--- config.mk ---
export PLATFORM = sky130hd
export DESIGN_NAME = vga_timing_gen
export DESIGN_NICKNAME = d
export VERILOG_FILES = /design/src/rtl/vga_pkg.sv /design/src/rtl/vga_axis_counter.sv /design/src/rtl/vga_timing_gen.sv
export SDC_FILE = /design/constraint.sdc
export NUM_CORES = 1
export LEC_CHECK = 0
export ABC_AREA = 1
export ABC_CLOCK_PERIOD_IN_PS = 2400
export CORE_ASPECT_RATIO = 0.6
export CORE_UTILIZATION = 50
export DETAILED_ROUTE_END_ITERATION = 8
export DONT_BUFFER_PORTS = 1
export GPL_TIMING_DRIVEN = 0
export PLACE_DENSITY_LB_ADDON = 0.25
export REMOVE_ABC_BUFFERS = 1
export SKIP_LAST_GASP = 1
export SYNTH_ARGS = -nofsm -noshare
export SYNTH_HDL_FRONTEND = slang
export SYNTH_SLANG_ARGS = --single-unit
--- constraint.sdc ---
create_clock -name clk -period 2.4 [get_ports clk]
set_input_delay 0.24 -clock clk [delete_from_list [all_inputs] [get_ports clk]]
set_output_delay 0.24 -clock clk [all_outputs]
set_load 0.05 [all_outputs]
--- src/rtl/vga_pkg.sv ---
// rtl/vga_pkg.sv - shared VGA timing constants, widths and colour-bar palette
package vga_pkg;

   localparam int CNT_W = 11;
   localparam int RGB_W = 12;

   // 800x600 @ 60 Hz, 40 MHz pixel clock
   localparam int DEF_H_ACTIVE = 800;
   localparam int DEF_H_FP     = 40;
   localparam int DEF_H_SYNC   = 128;
   localparam int DEF_H_BP     = 88;
   localparam int DEF_H_TOTAL  = DEF_H_ACTIVE + DEF_H_FP + DEF_H_SYNC + DEF_H_BP;
   localparam int DEF_V_ACTIVE = 600;
   localparam int DEF_V_FP     = 1;
   localparam int DEF_V_SYNC   = 4;
   localparam int DEF_V_BP     = 23;
   localparam int DEF_V_TOTAL  = DEF_V_ACTIVE + DEF_V_FP + DEF_V_SYNC + DEF_V_BP;

   localparam logic [RGB_W-1:0] C_WHITE   = 12'hFFF;
   localparam logic [RGB_W-1:0] C_YELLOW  = 12'hFF0;
   localparam logic [RGB_W-1:0] C_CYAN    = 12'h0FF;
   localparam logic [RGB_W-1:0] C_GREEN   = 12'h0F0;
   localparam logic [RGB_W-1:0] C_MAGENTA = 12'hF0F;
   localparam logic [RGB_W-1:0] C_RED     = 12'hF00;
   localparam logic [RGB_W-1:0] C_BLUE    = 12'h00F;
   localparam logic [RGB_W-1:0] C_BLACK   = 12'h000;

   // Bar colours left to right across the active line
   function automatic logic [RGB_W-1:0] bar_colour(input logic [2:0] idx);
      logic [RGB_W-1:0] c;
      case (idx)
         3'd0:    c = C_WHITE;
         3'd1:    c = C_YELLOW;
         3'd2:    c = C_CYAN;
         3'd3:    c = C_GREEN;
         3'd4:    c = C_MAGENTA;
         3'd5:    c = C_RED;
         3'd6:    c = C_BLUE;
         default: c = C_BLACK;
      endcase
      return c;
   endfunction

endpackage

--- src/rtl/vga_axis_counter.sv ---
// rtl/vga_axis_counter.sv - one timing axis: wrapping counter with blank/sync window decode
module vga_axis_counter
   import vga_pkg::*;
#(
   parameter int   TOTAL    = DEF_H_TOTAL,
   parameter int   ACTIVE   = DEF_H_ACTIVE,
   parameter int   FP       = DEF_H_FP,
   parameter int   SYNC     = DEF_H_SYNC,
   parameter logic SYNC_POL = 1'b1
) (
   input  logic             i_clk,
   input  logic             i_rst_n,
   input  logic             i_step,
   output logic [CNT_W-1:0] o_count,
   output logic             o_wrap,
   output logic             o_blnk,
   output logic             o_sync
);

   localparam logic [CNT_W-1:0] LAST    = CNT_W'(TOTAL - 1);
   localparam logic [CNT_W-1:0] ACT     = CNT_W'(ACTIVE);
   localparam logic [CNT_W-1:0] SYNC_LO = CNT_W'(ACTIVE + FP);
   localparam logic [CNT_W-1:0] SYNC_HI = CNT_W'(ACTIVE + FP + SYNC);

   logic [CNT_W-1:0] r_count;
   logic [CNT_W-1:0] w_next;
   logic             r_blnk;
   logic             r_sync;
   logic             w_last;

   assign w_last  = (r_count == LAST);
   assign o_wrap  = i_step & w_last;
   assign o_count = r_count;
   assign o_blnk  = r_blnk;
   assign o_sync  = r_sync;

   // Next count: hold when not stepping, wrap after the last position
   always_comb begin
      w_next = r_count;
      if (i_step) begin
         w_next = w_last ? '0 : r_count + 1'b1;
      end
   end

   // Count and flags are registered from the same next value so they never skew
   always_ff @(posedge i_clk or negedge i_rst_n) begin
      if (!i_rst_n) begin
         r_count <= '0;
         r_blnk  <= 1'b0;
         r_sync  <= ~SYNC_POL;
      end else begin
         r_count <= w_next;
         r_blnk  <= (w_next >= ACT);
         r_sync  <= ((w_next >= SYNC_LO) && (w_next < SYNC_HI)) ? SYNC_POL : ~SYNC_POL;
      end
   end

endmodule

--- src/rtl/vga_timing_gen.sv ---
// rtl/vga_timing_gen.sv - VGA raster timing source; VGA_TIMING_TEST_PATTERN_EN adds colour bars on rgb
module vga_timing_gen
   import vga_pkg::*;
#(
   parameter int   H_ACTIVE = DEF_H_ACTIVE,
   parameter int   H_FP     = DEF_H_FP,
   parameter int   H_SYNC   = DEF_H_SYNC,
   parameter int   H_BP     = DEF_H_BP,
   parameter int   V_ACTIVE = DEF_V_ACTIVE,
   parameter int   V_FP     = DEF_V_FP,
   parameter int   V_SYNC   = DEF_V_SYNC,
   parameter int   V_BP     = DEF_V_BP,
   parameter logic SYNC_POL = 1'b1
) (
   input  logic             clk,
   input  logic             rst,
   input  logic             en,
   output logic [CNT_W-1:0] hcount,
   output logic [CNT_W-1:0] vcount,
   output logic             hsync,
   output logic             vsync,
   output logic             hblnk,
   output logic             vblnk,
   output logic [RGB_W-1:0] rgb,
   output logic             line_start,
   output logic             frame_start
);

   localparam int H_TOTAL = H_ACTIVE + H_FP + H_SYNC + H_BP;
   localparam int V_TOTAL = V_ACTIVE + V_FP + V_SYNC + V_BP;

   generate
      if (H_ACTIVE < 1 || H_FP < 1 || H_SYNC < 1 || H_BP < 1 ||
          V_ACTIVE < 1 || V_FP < 1 || V_SYNC < 1 || V_BP < 1 ||
          H_TOTAL >= 2048 || V_TOTAL >= 2048) begin : g_bad_timing
         $error("vga_timing_gen: timing parameters out of range");
      end
   endgenerate

   logic w_h_wrap;
   logic w_v_wrap;
   logic r_line_start;
   logic r_frame_start;

   vga_axis_counter #(
      .TOTAL    (H_TOTAL),
      .ACTIVE   (H_ACTIVE),
      .FP       (H_FP),
      .SYNC     (H_SYNC),
      .SYNC_POL (SYNC_POL)
   ) u_h_axis (
      .i_clk   (clk),
      .i_rst_n (rst),
      .i_step  (en),
      .o_count (hcount),
      .o_wrap  (w_h_wrap),
      .o_blnk  (hblnk),
      .o_sync  (hsync)
   );

   vga_axis_counter #(
      .TOTAL    (V_TOTAL),
      .ACTIVE   (V_ACTIVE),
      .FP       (V_FP),
      .SYNC     (V_SYNC),
      .SYNC_POL (SYNC_POL)
   ) u_v_axis (
      .i_clk   (clk),
      .i_rst_n (rst),
      .i_step  (w_h_wrap),
      .o_count (vcount),
      .o_wrap  (w_v_wrap),
      .o_blnk  (vblnk),
      .o_sync  (vsync)
   );

   // Strobes mark the cycle the counters land on 0; they hold while en is low
   always_ff @(posedge clk or negedge rst) begin
      if (!rst) begin
         r_line_start  <= 1'b1;
         r_frame_start <= 1'b1;
      end else if (en) begin
         r_line_start  <= w_h_wrap;
         r_frame_start <= w_v_wrap;
      end
   end

   assign line_start  = r_line_start;
   assign frame_start = r_frame_start;

`ifdef VGA_TIMING_TEST_PATTERN_EN
   localparam int BAR_W = (H_ACTIVE >= 8) ? H_ACTIVE / 8 : 1;
   localparam logic [CNT_W-1:0] BAR_W_C      = CNT_W'(BAR_W);
   localparam logic [CNT_W-1:0] H_ACT_C      = CNT_W'(H_ACTIVE);
   localparam logic [CNT_W-1:0] V_LAST_ACT_C = CNT_W'(V_ACTIVE - 1);

   logic [CNT_W-1:0] w_h_next;
   logic [CNT_W-1:0] w_bar_idx;
   logic [2:0]       w_bar;
   logic             w_h_blnk_next;
   logic             w_v_blnk_next;
   logic [RGB_W-1:0] r_rgb;

   // Next-position decode so the bar colour lines up with hcount like the flags
   always_comb begin
      w_h_next = hcount;
      if (en) begin
         w_h_next = w_h_wrap ? '0 : hcount + 1'b1;
      end
      w_h_blnk_next = (w_h_next >= H_ACT_C);
      w_v_blnk_next = vblnk;
      if (w_v_wrap) begin
         w_v_blnk_next = 1'b0;
      end else if (w_h_wrap) begin
         w_v_blnk_next = (vcount >= V_LAST_ACT_C);
      end
      w_bar_idx = w_h_next / BAR_W_C;
      w_bar     = (w_bar_idx > 11'd7) ? 3'd7 : w_bar_idx[2:0];
   end

   // Colour bars in the active area, black during either blanking interval
   always_ff @(posedge clk or negedge rst) begin
      if (!rst) begin
         r_rgb <= '0;
      end else begin
         r_rgb <= (w_h_blnk_next || w_v_blnk_next) ? '0 : bar_colour(w_bar);
      end
   end

   assign rgb = r_rgb;
`else
   assign rgb = '0;
`endif

endmodule

# After elaboration in Yosys (flattened, before gate mapping)
# Index checks and enable logic that the tools add are counted.
op_classes:
  add_sub_neg: 2
  order_cmp: 6
  n_eq_ne: 2
  muxes: 6
  n_bitwise: 2
  reduce_logical: 2
op_table:
  columns: ["cell", "n"]
  rows:
  - [">= comparator 11 x 10 -> 1 bit (second input constant)", 4]
  - ["two-way mux 11 bit", 4]
  - ["adder 11 x 1 -> 11 bit (second input constant)", 2]
  - ["less-than comparator 11 x 10 -> 1 bit (second input constant)", 2]
  - ["== test 11 x 10 -> 1 bit (second input constant)", 1]
  - ["== test 11 bit (second input constant)", 1]
  - ["bitwise AND 1 bit", 2]
  - ["logical AND 1 bit", 2]
  - ["two-way mux 1 bit", 2]
totals:
  reg_bits: 28
  input_bits: 3

# Logic depth before layout (Yosys ltp)
# Gate-level depths: netlist of run 1.
depth:
  ltp_word: 6
  ltp_mapped: 15

# Modules after synthesis
# Synthesis of run 1 repeated with hierarchy kept, for this count alone.
unflattened:
  cells_unflattened: 242
  hier_area_um2: 1874.3
by_module_without_submodules:
  columns: ["mod", "n_inst", "cells_per_inst", "area_per_inst_um2"]
  rows:
  - ["vga_axis_counter at u_v_axis", 1, 112, 854.6]
  - ["vga_axis_counter at u_h_axis", 1, 108, 847.1]
  - ["vga_timing_gen", 1, 22, 172.7]

# Worst setup path after synthesis of run 1
# Ideal clock, no wire load.
synth_path:
  path_kind: "register to register"
  startpoint: "reg u_h_axis.r_count[0] (netlist: u_h_axis.o_count[0])"
  endpoint: "reg u_v_axis.r_sync (netlist: u_v_axis.o_sync)"
  setup_ns: 0.122
  arrival_time_ns: 1.947
  required_time_ns: 2.278
  slack_ns: 0.332
  path_stages_with_launch: 13
  cell_sequence: "dfrtp_1 ha_1 nand3_4 clkinv_4 nand4_4 nand2_1 inv_1 nor2_2 nand2_2 nor2_4 nand2_1 nand3_1 nor2_1"
synth_between:
  elab_chain_len: 6
  elab_cells_between_ends: 7
synth_lines:
  columns: ["element", "line", "text"]
  rows:
  - ["start: declaration", "vga_axis_counter.sv:25", "logic [CNT_W-1:0] r_count;"]
  - ["start signal: assignment", "vga_axis_counter.sv:52", "r_count <= w_next;"]
  - ["== test 11 bit *", "vga_axis_counter.sv:31", "assign w_last = (r_count == LAST);"]
  - ["bitwise AND 1 bit *", "vga_axis_counter.sv:32", "assign o_wrap = i_step & w_last;"]
  - ["two-way mux 11 bit *", "vga_axis_counter.sv:40", "if (i_step) begin"]
  - [">= comparator 11 x 10 -> 1 bit / less-than comparator 11 x 10 -> 1 bit (equally long branches)", "vga_axis_counter.sv:54", "r_sync <= ((w_next >= SYNC_LO) && (w_next < SYNC_HI)) ? SYNC_POL : ~SYNC_POL;"]
  - ["logical AND 1 bit *", "vga_axis_counter.sv:54", null]
  - ["two-way mux 1 bit *", "vga_axis_counter.sv:54", null]
  - ["end signal: assignment", "vga_axis_counter.sv:50", "r_sync <= ~SYNC_POL;"]
  - ["end signal: assignment", "vga_axis_counter.sv:54", null]
  - ["end: declaration", "vga_axis_counter.sv:28", "logic r_sync;"]
# Mark *: on every way between the ends. The rest lies on a longest branch, timed or not.
# A chain may end at the register's enable or synchronous reset.

# Worst setup path in the final report of run 1
layout_path:
  startpoint: "reg u_v_axis.r_count[1] (netlist: u_v_axis.o_count[1])"
  endpoint: "reg u_v_axis.r_sync (netlist: u_v_axis.o_sync)"
layout_between:
  elab_chain_len: 6
  elab_cells_between_ends: 8
layout_lines:
  columns: ["element", "line", "text"]
  rows:
  - ["start: declaration", "vga_axis_counter.sv:25", null]
  - ["start signal: assignment", "vga_axis_counter.sv:52", null]
  - ["adder 11 x 1 -> 11 bit / == test 11 x 10 -> 1 bit (equally long branches)", "vga_axis_counter.sv:41, vga_axis_counter.sv:31", null]
  - ["two-way mux 11 bit", "vga_axis_counter.sv:41", "w_next = w_last ? '0 : r_count + 1'b1;"]
  - ["two-way mux 11 bit *", "vga_axis_counter.sv:40", null]
  - [">= comparator 11 x 10 -> 1 bit / less-than comparator 11 x 10 -> 1 bit (equally long branches)", "vga_axis_counter.sv:54", null]
  - ["logical AND 1 bit *", "vga_axis_counter.sv:54", null]
  - ["two-way mux 1 bit *", "vga_axis_counter.sv:54", null]
# Marks and branches as above.

==> qor.yml, run 1 <==
sta:
  fin_crit_sh: 0.892
  max_freq_mhz: 467
  period_minus_slack_ps: 2140
  hold_viol_final: 0
  tns_ps: 0
  finalSetupViolCount: 0
  slew_viol_final: 0
  rsz0062_at_grt: "false"
  max_slew.worst_pin.slew_ps: 681
  skew_ps: 14.6
  slew_headroom: 0.546
status:
  outcome: "finished, final reports clean"
clock_network:
  cts_root_buffer: "clkbuf_8"
  clk_pin_slew_worst_paths_ps: 90
  clock_sinks: 28
  cts_max_level: 1
  cts_tree: "done"
  clockBufferDepth: 2
  clk_latency_ps: 280
  cts_buffers: 3
  post_cts.repair.setup_buffers: 0
routing:
  drtAntennaViolNets: 0
  first_pass_iters: 4
  drtIter0Drc: 167
  wirelength_um: 4130
  drc: 0
  routedWlPerCell_um: 12.9
  route.vias.total: 1603
  viasPerCell: 4.99
grt:
  track_usage: 0.218
  grt_pass1_vias: 1443
  grt_pass1_wl_um: 7180
  antenna_found_initial: 0
  overflow: 0
  grt_max_degree: 29
power:
  clkPwrFrac: 0.143
  comb_power_share: 0.283
  p_sw_frac: 0.551
  p_per_area_mw_per_mm2: 929
  p_switching_w: 0.00105
  ir_drop_uv: 614
  p_seq_frac: 0.574
  leakagePower_nw: 1.06
  internal_power_w: 0.000854
setup_path:
  worstSetupPathType: "reg2reg"
  rrSetupSlack_ps: 260
  crit_top_cell: "nand3_1"
  cp_data_required_time_ps: 2570
  worstPathArrival_ps: 2310
  max_stage_delay_ps: 600
  path_cells: "ha_1, inv_1, nor2_2, nand3_1, nor2_1, nand3_1, nand2_1, nand2_2, nor2_4, nand2_1, nand3_1, nor2_1"
  endpoint_kind: "flop"
  cpMaxStageDelayCell: "dfrtp_2"
  critPathMaxFanout: 6
  start_kind: "flop"
synth:
  ys_seq_elements: 28
  synth_fa_ha_area_frac: 0.0127
  yosys_warnings: 0
  synth_compound_area_frac: 0.0254
  synth.area.mux_share: 0
  synth_xor_area_frac: 0.0311
  synthDistinctLibCells: 32
  yosys.area_share.simple: 0.422
  synthCells: 271
  ys_seq_area_frac: 0.357
  synth.avg_cell_area_um2: 7.27
  synth_top_family_by_area: "simple AND/OR/NAND/NOR gates"
  syn_area_mm2: 0.00197
layout:
  finalNetCount: 280
  antenna_cells: 0
  area_delta_synth_final_pct: 3.75
  finalNonFillerCells: 321
  drive_gt1_frac: 0.172
floorplanning:
  dieArea_mm2: 0.00420
  die_h_um: 50.6
  fp.dieW_um: 83.1
  rows: 17
  core_area_mm2: 0.00372
  start_util: 0.529
  io_pins: 43
placement:
  place_congestion: 0.887
  io_buffers: 0
  dp_cells: 315
  dpl.hpwl_um: 3240
worst_hold_path:
  min_path_type: "in2reg"
run:
  maxCapViolCount: 0
==> cells by family (layout without fill, tap and decap cells) <==
family	after synthesis	in the layout
and+or+nand+nor	163	163
other	1	12
adders and majority gates	2	2
xor gates and xnor gates	7	7
DFF	28	28
AOI/OAI and AO/OA	9	9
buffers and inverters	61	53
==> synthesized netlist by cell type, drive strengths merged <==
cell,n,area (um^2)
o21ai,6,30.0
nand4,9,71.3
clkinv,2,17.5
nand3,28,168
nand2,81,332
o211ai,1,7.51
conb,1,3.75
buf,14,106
nor4,1,6.26
inv,45,171
dfrtp,26,651
ha,2,25.0
dfstp,2,52.6
xor2,7,61.3
nor2,34,204
or2,1,6.26
a21oi,1,5.00
a21boi,1,7.51
nor3,9,45.0
==> state kept, by name, summed over array words and instances (netlist names) <==
name and count:
u_v_axis.o_blnk 1, u_h_axis.o_count 11, u_h_axis.o_sync 1, frame_start 1
u_v_axis.o_sync 1, line_start 1, u_h_axis.o_blnk 1, u_v_axis.o_count 11
==> routing by layer <==
layer | GRT usage | part of all wire
met1 | 0.354 | 0.55
met2 | 0.288 | 0.37
met3 | 0.0411 | 0.075
met4 | 0.0460 | 0.0027
met5 | 0 | 0
==> through the flow <==
stage | total power [W] | area (um^2) | hold WS (ps) | util | worst slack, ps
CTS | 0.00191 | 2040 | 115 | 0.548 | 47.8
global route | 0.00203 | 2040 | 140 | 0.549 | 75.6
detailed placement | 0.00162 | 1960 | -55.1 | 0.528 | 73.7
finish | 0.00190 | 2040 | 121 | 0.549 | 259
global placement | 0.00161 | 1960 | -55.1 | 0.528 | 62.8
floorplan | 0.00150 | 1910 | -55.6 | - | 332
==> power by group through the flow <==
stage,clock network [W],registers (W),logic (W)
3_5_place_dp,0,0.00110,0.000520
6_report,0.000272,0.00109,0.000538
3_3_place_gp,0,0.00110,0.000513
2_1_floorplan,0,0.00105,0.000448
5_1_grt,0.000291,0.00111,0.000623
4_1_cts,0.000285,0.00109,0.000539
==> area by class of cell <==
type / instances / area [um^2]
well taps: 47 / 58.8
clock buffers: 4 / 45.0
flip-flops and latches: 28 / 708
repair buffers: 2 / 30.0
multi-input cells: 193 / 1010
inverters: 47 / 189
fillers: 351 / 1680
==> layout by cell type, fill, tap and decap left out, types with 2 or more instances in the layout <==
master | netlist | final
nor2_1 | 23 | 23
ha_1 | 2 | 2
dfrtp_2 | 0 | 4
clkbuf_8 | 0 | 3
conb_1 | 1 | 12
inv_2 | 9 | 9
o21ai_1 | 2 | 2
dfrtp_1 | 26 | 22
clkinv_4 | 2 | 2
nor3_1 | 9 | 9
xor2_1 | 7 | 7
nand3_1 | 24 | 24
nand2_1 | 72 | 72
nand4_1 | 8 | 8
dfstp_2 | 2 | 2
nand3_2 | 3 | 3
nor2_4 | 7 | 7
inv_1 | 35 | 35
nand2_2 | 8 | 8
nor2_2 | 3 | 3
o21ai_0 | 4 | 4
==> path summary, 6_finish.rpt <==
check | cells past startpoint | to | startpoint
setup reg to reg | 12 | u_v_axis.o_sync | u_v_axis.o_count[1]
hold reg to reg | 2 | line_start | line_start
hold / removal | 3 | u_h_axis.o_count[0] | en
min in group asynchronous | 2 | u_v_axis.o_count[7] | rst
max in group asynchronous | 2 | frame_start | rst
setup / recovery | 12 | u_v_axis.o_sync | u_v_axis.o_count[1]
==> worst max-delay path, delay by kind of cell, from the launching register on <==
kind,cells,cell delay [ps]
DFF,1,600
buffers and inverters,1,90
and+or+nand+nor,10,1010
adders and majority gates,1,310
==> timing repair <==
| item | CTS | global route |
|---|---|---|
| endpoints found under the hold margin | 28 | 0 |
| hold buffers | 2 | 0 |
| resized for setup | 0 | 4 |
| endpoints found under the setup margin | 0 | 4 |
No activity file was read; power rests on OpenSTA's default activity.
==> run 2: changes to the inputs <==
--- a/config.mk
+++ b/config.mk
@@ -8,11 +8,12 @@
 export ABC_AREA = 1
 export ABC_CLOCK_PERIOD_IN_PS = 2400
 export CORE_ASPECT_RATIO = 0.6
-export CORE_UTILIZATION = 50
+export CORE_MARGIN = 2
+export CORE_UTILIZATION = 30
 export DETAILED_ROUTE_END_ITERATION = 8
 export DONT_BUFFER_PORTS = 1
 export GPL_TIMING_DRIVEN = 0
-export PLACE_DENSITY_LB_ADDON = 0.25
+export PLACE_DENSITY = 0.46
 export REMOVE_ABC_BUFFERS = 1
 export SKIP_LAST_GASP = 1
 export SYNTH_ARGS = -nofsm -noshare
==> run 2 against run 1 <==
Core utilization down 21 points. Total power up 3.3%. Global-route usage shrank 7.0 points. Design area increased by 2.8%. Clock-buffer cell count is the same. Via count shrank 0.56%. Setup slack got worse by 28 ps. Critical path depth did not move. Final cell count is 12% higher. Routed wire length increased by 17%. Clock skew is 11 ps lower. Clock power grew 15%.
==> qor.yml, run 2 (synthesized netlist as in run 1, its figures left out) <==
grt:
  grt_pass1_vias: 1472
  overflow: 0
  antenna_found_initial: 0
  grt_pass1_wl_um: 8000
  grt_max_degree: 29
  track_usage: 0.148
sta:
  slew_viol_final: 0
  tns_ps: 0
  max_slew.worst_pin.slew_ps: 699
  slew_headroom: 0.534
  max_freq_mhz: 461
  finalSetupViolCount: 0
  fin_crit_sh: 0.904
  hold_viol_final: 0
  period_minus_slack_ps: 2170
  rsz0062_at_grt: "false"
  skew_ps: 3.91
setup_path:
  cpMaxStageDelayCell: "dfrtp_2"
  endpoint_kind: "flop"
  path_buf_inv: 2
  worstSetupPathType: "reg2reg"
  path_cells: "ha_1, nand3_4, clkinv_4, nand4_4, nand2_1, inv_1, nor2_2, nand2_2, nor2_4, nand2_1, nand3_1, nor2_1"
  cp_data_required_time_ps: 2580
  max_stage_delay_ps: 600
  path_delay_family: "simple AND/OR/NAND/NOR gates"
  critPathMaxFanout: 8
  worstPathArrival_ps: 2350
  start_kind: "flop"
  crit_top_cell: "nand2_1"
worst_hold_path:
  min_path_type: "in2reg"
clock_network:
  clock_sinks: 28
  clockBufferDepth: 2
  clk_latency_ps: 280
  cts_max_level: 1
  clk_pin_slew_worst_paths_ps: 100
  cts_root_buffer: "clkbuf_8"
  cts_buffers: 3
  cts_tree: "done"
placement:
  io_buffers: 0
  placed_area_mm2: 0.00201
  dp_cells: 352
  dpl.hpwl_um: 3810
  place_congestion: 0.792
floorplanning:
  core_area_mm2: 0.00622
  io_pins: 43
  fp.dieW_um: 109
  dieArea_mm2: 0.00725
  die_h_um: 66.8
  rows: 22
  start_util: 0.317
layout:
  layout_commonest_cell: "nand2_1"
  finalNonFillerCells: 358
  layout_common_cells: "nand2_1 (72), inv_1 (35), nand3_1 (24)"
  final_area_mm2: 0.00210
  fillCellCount: 697
  area_delta_synth_final_pct: 6.60
  post-route-util: 0.338
  antenna_cells: 0
  finalNetCount: 280
  drive_gt1_frac: 0.175
run:
  maxCapViolCount: 0
routing:
  first_pass_iters: 4
  drc: 0
  drtIter0Drc: 129
  route.vias.total: 1594
  wirelength_um: 4830
  drtAntennaViolNets: 0
  viasPerCell: 4.45
  routedWlPerCell_um: 13.5
power:
  p_per_area_mw_per_mm2: 934
  leakagePower_nw: 1.07
  ir_drop_uv: 380
status:
  outcome: "finished, final reports clean"
run 2: cell counts in the layout (fill, tap and decap cells not counted):
No cell type changed its count.
run 2: routing by layer:
metal | GRT usage | routed length [um]
met2 | 0.185 | 1750
met1 | 0.234 | 2610
met3 | 0.0528 | 445
met4 | 0.0240 | 27
met5 | 0 | 0
run 2: through the flow:
stage	hold slack, ps	power, W	setup WS [ps]
floorplan	-55.6	0.00150	332
global placement	-54.9	0.00164	-16.2
detailed placement	-55.1	0.00164	-0.236
CTS	98.3	0.00198	22.0
global route	119	0.00209	5.85
finish	109	0.00196	231
run 2: path summary, 6_finish.rpt:
path | start | to | slack, ps | cells after the start
worst max-delay path | u_h_axis.o_count[0] | u_v_axis.o_sync | 230 | 12
worst min-delay path | en | u_h_axis.o_count[0] | 110 | 3
worst max register to register | u_h_axis.o_count[0] | u_v_axis.o_sync | 230 | 12
worst min register to register | line_start | line_start | 610 | 2
max in group asynchronous | rst | line_start | 1780 | 2
min in group asynchronous | rst | u_v_axis.o_count[7] | 380 | 2
run 2: layout make-up:
cell class                      count  area, um^2  area share
Timing Repair Buffer                2        30.0      0.0143
Inverter                           47         189      0.0899
Multi-Input combinational cell    193        1010       0.482
Sequential cell                    28         708       0.337
Clock buffer                        4        55.1      0.0262
Tap cell                           84         105      0.0500
run 2: report_power, final:
part	internal [W]	leakage (nW)	switching (W)	total [W]
Clock	0.000148	0.0288	0.000167	0.000314
Sequential	0.000564	0.311	0.000536	0.00110
Combinational	0.000170	0.726	0.000377	0.000547
Total	0.000881	1.07	0.00108	0.00196
run 2: worst reg2reg max path, cell delays in order (launching register included):
cell,delay (ps)
dfrtp_2,600
ha_1,280
nand3_4,140
clkinv_4,150
nand4_4,180
nand2_1,100
inv_1,50
nor2_2,110
nand2_2,100
nor2_4,140
nand2_1,80
nand3_1,80
nor2_1,40
run 2: timing repair:
action,CTS,global route
hold buffers,2,0
setup endpoints to repair,1,4
resized for setup,1,3
setup buffers,0,0
hold endpoints to repair,28,0
==> run 3: changes to the inputs <==
--- a/config.mk
+++ b/config.mk
@@ -8,7 +8,6 @@
 export ABC_AREA = 1
 export ABC_CLOCK_PERIOD_IN_PS = 2400
 export CORE_ASPECT_RATIO = 0.6
-export CORE_MARGIN = 2
 export CORE_UTILIZATION = 30
 export DETAILED_ROUTE_END_ITERATION = 8
 export DONT_BUFFER_PORTS = 1
==> run 3 against run 2 <==
Highest routed layer unchanged. Sequential power about the same. Critical endpoint unchanged. Design area decreased by 0.48%. Routed wire length decreased by 1.7%. First-iteration DRC count decreased by 19%. Critical path depth unchanged. Total power decreased by 2.4%. Register-to-register slack got worse by 30 ps.
==> qor.yml, run 3 (synthesized netlist as in run 1, its figures left out) <==
sta:
  max_freq_mhz: 455
  whs_ps: 125
  fin_crit_sh: 0.915
  slew_viol_final: 0
  tns_ps: 0
  hold_viol_final: 0
  rsz0062_at_grt: "false"
  finalSetupViolCount: 0
  skew_ps: 12.2
  max_slew.worst_pin.slew_ps: 695
  period_minus_slack_ps: 2200
  slew_headroom: 0.537
setup_path:
  max_stage_delay_ps: 600
  crit_top_cell: "nand2_1"
  cp_data_required_time_ps: 2570
  path_delay_family: "simple AND/OR/NAND/NOR gates"
  path_cells: "ha_1, nand3_4, clkinv_4, nand4_4, nand2_1, inv_1, nor2_2, nand2_2, nor2_4, nand2_1, nand3_1, nor2_1"
  path_buf_inv: 2
  cpMaxStageDelayCell: "dfrtp_2"
  start_kind: "flop"
  worstPathArrival_ps: 2370
  worstSetupPathType: "reg2reg"
  critPathMaxFanout: 8
  endpoint_kind: "flop"
clock_network:
  cts_root_buffer: "clkbuf_8"
  clk_latency_ps: 280
  cts_buffers: 3
  clk_pin_slew_worst_paths_ps: 90
  clockBufferDepth: 2
  clock_sinks: 28
  cts_max_level: 1
  cts_tree: "done"
  post_cts.repair.setup_buffers: 0
power:
  p_seq_frac: 0.573
  comb_power_share: 0.284
  ir_drop_uv: 401
  internal_power_w: 0.000854
  clkPwrFrac: 0.143
  p_switching_w: 0.00106
  p_sw_frac: 0.554
  leakagePower_nw: 1.06
  p_per_area_mw_per_mm2: 916
grt:
  grt_pass1_wl_um: 7980
  track_usage: 0.153
  antenna_found_initial: 0
  grt_max_degree: 29
  overflow: 0
  grt_pass1_vias: 1545
floorplanning:
  rows: 22
  io_pins: 43
  dieArea_mm2: 0.00691
  fp.dieW_um: 107
  start_util: 0.317
  die_h_um: 64.8
  core_area_mm2: 0.00622
layout:
  antenna_cells: 0
  layout_common_cells: "nand2_1 (72), inv_1 (35), nand3_1 (24)"
  finalNetCount: 280
  area_delta_synth_final_pct: 6.10
  final_area_mm2: 0.00209
  layout_commonest_cell: "nand2_1"
  post-route-util: 0.336
  drive_gt1_frac: 0.172
routing:
  drtAntennaViolNets: 0
  routedWlPerCell_um: 13.3
  drc: 0
  viasPerCell: 4.53
  route.vias.total: 1623
  wirelength_um: 4750
  first_pass_iters: 4
  drtIter0Drc: 104
placement:
  place_congestion: 0.827
  io_buffers: 0
  dpl.hpwl_um: 3770
  placed_area_mm2: 0.00201
run:
  maxCapViolCount: 0
worst_hold_path:
  min_path_type: "in2reg"
status:
  outcome: "finished, final reports clean"
run 3: cell counts in the layout (fill, tap and decap cells not counted):
Identical to the previous run, type by type.
run 3: power by group through the flow:
stage / Sequential [W] / Combinational, W / Clock (W)
2_1_floorplan: 0.00105 / 0.000448 / 0
3_3_place_gp: 0.00111 / 0.000533 / 0
3_5_place_dp: 0.00111 / 0.000531 / 0
4_1_cts: 0.00110 / 0.000551 / 0.000290
5_1_grt: 0.00112 / 0.000627 / 0.000303
6_report: 0.00110 / 0.000544 / 0.000273
run 3: path summary, 6_finish.rpt:
check                                    start                  end  slack [ps]  cells past startpoint
setup / recovery           u_h_axis.o_count[0]      u_v_axis.o_sync         200                     12
hold / removal                              en  u_h_axis.o_count[0]         120                      3
setup reg to reg           u_h_axis.o_count[0]      u_v_axis.o_sync         200                     12
hold reg to reg                     line_start           line_start         600                      2
max in group asynchronous                  rst           line_start        1770                      2
min in group asynchronous                  rst  u_v_axis.o_count[7]         380                      2
run 3: layout make-up:
cell class	count	area (um^2)
Tap cell	84	105
Clock buffer	4	45.0
Inverter	47	189
Sequential cell	28	708
Timing Repair Buffer	2	30.0
Fill cell	680	4130
Multi-Input combinational cell	193	1010
run 3: worst min-delay path, stage by stage:
cell,delay (ps)
xor2_1,50
nand2_1,60
inv_1,30
run 3: routing by layer:
layer,wire length (um),share of wire,track usage
met5,0,0,0
met4,33,0.0069,0.0308
met3,383,0.081,0.0392
met2,1800,0.38,0.203
met1,2540,0.53,0.240
run 3: timing repair:
action	CTS	global route
hold buffers	2	0
hold endpoints to repair	28	0
endpoints found under the setup margin	1	2
gates resized for setup	1	3
run 3: metrics by stage:
step / setup slack (ps) / cells / power [W]
floorplan: 332 / 268 / 0.00150
global placement: -12.6 / 352 / 0.00164
detailed placement: -12.7 / 352 / 0.00164
CTS: 43.2 / 358 / 0.00194
global route: 26.2 / 358 / 0.00205
finish: 204 / 358 / 0.00191
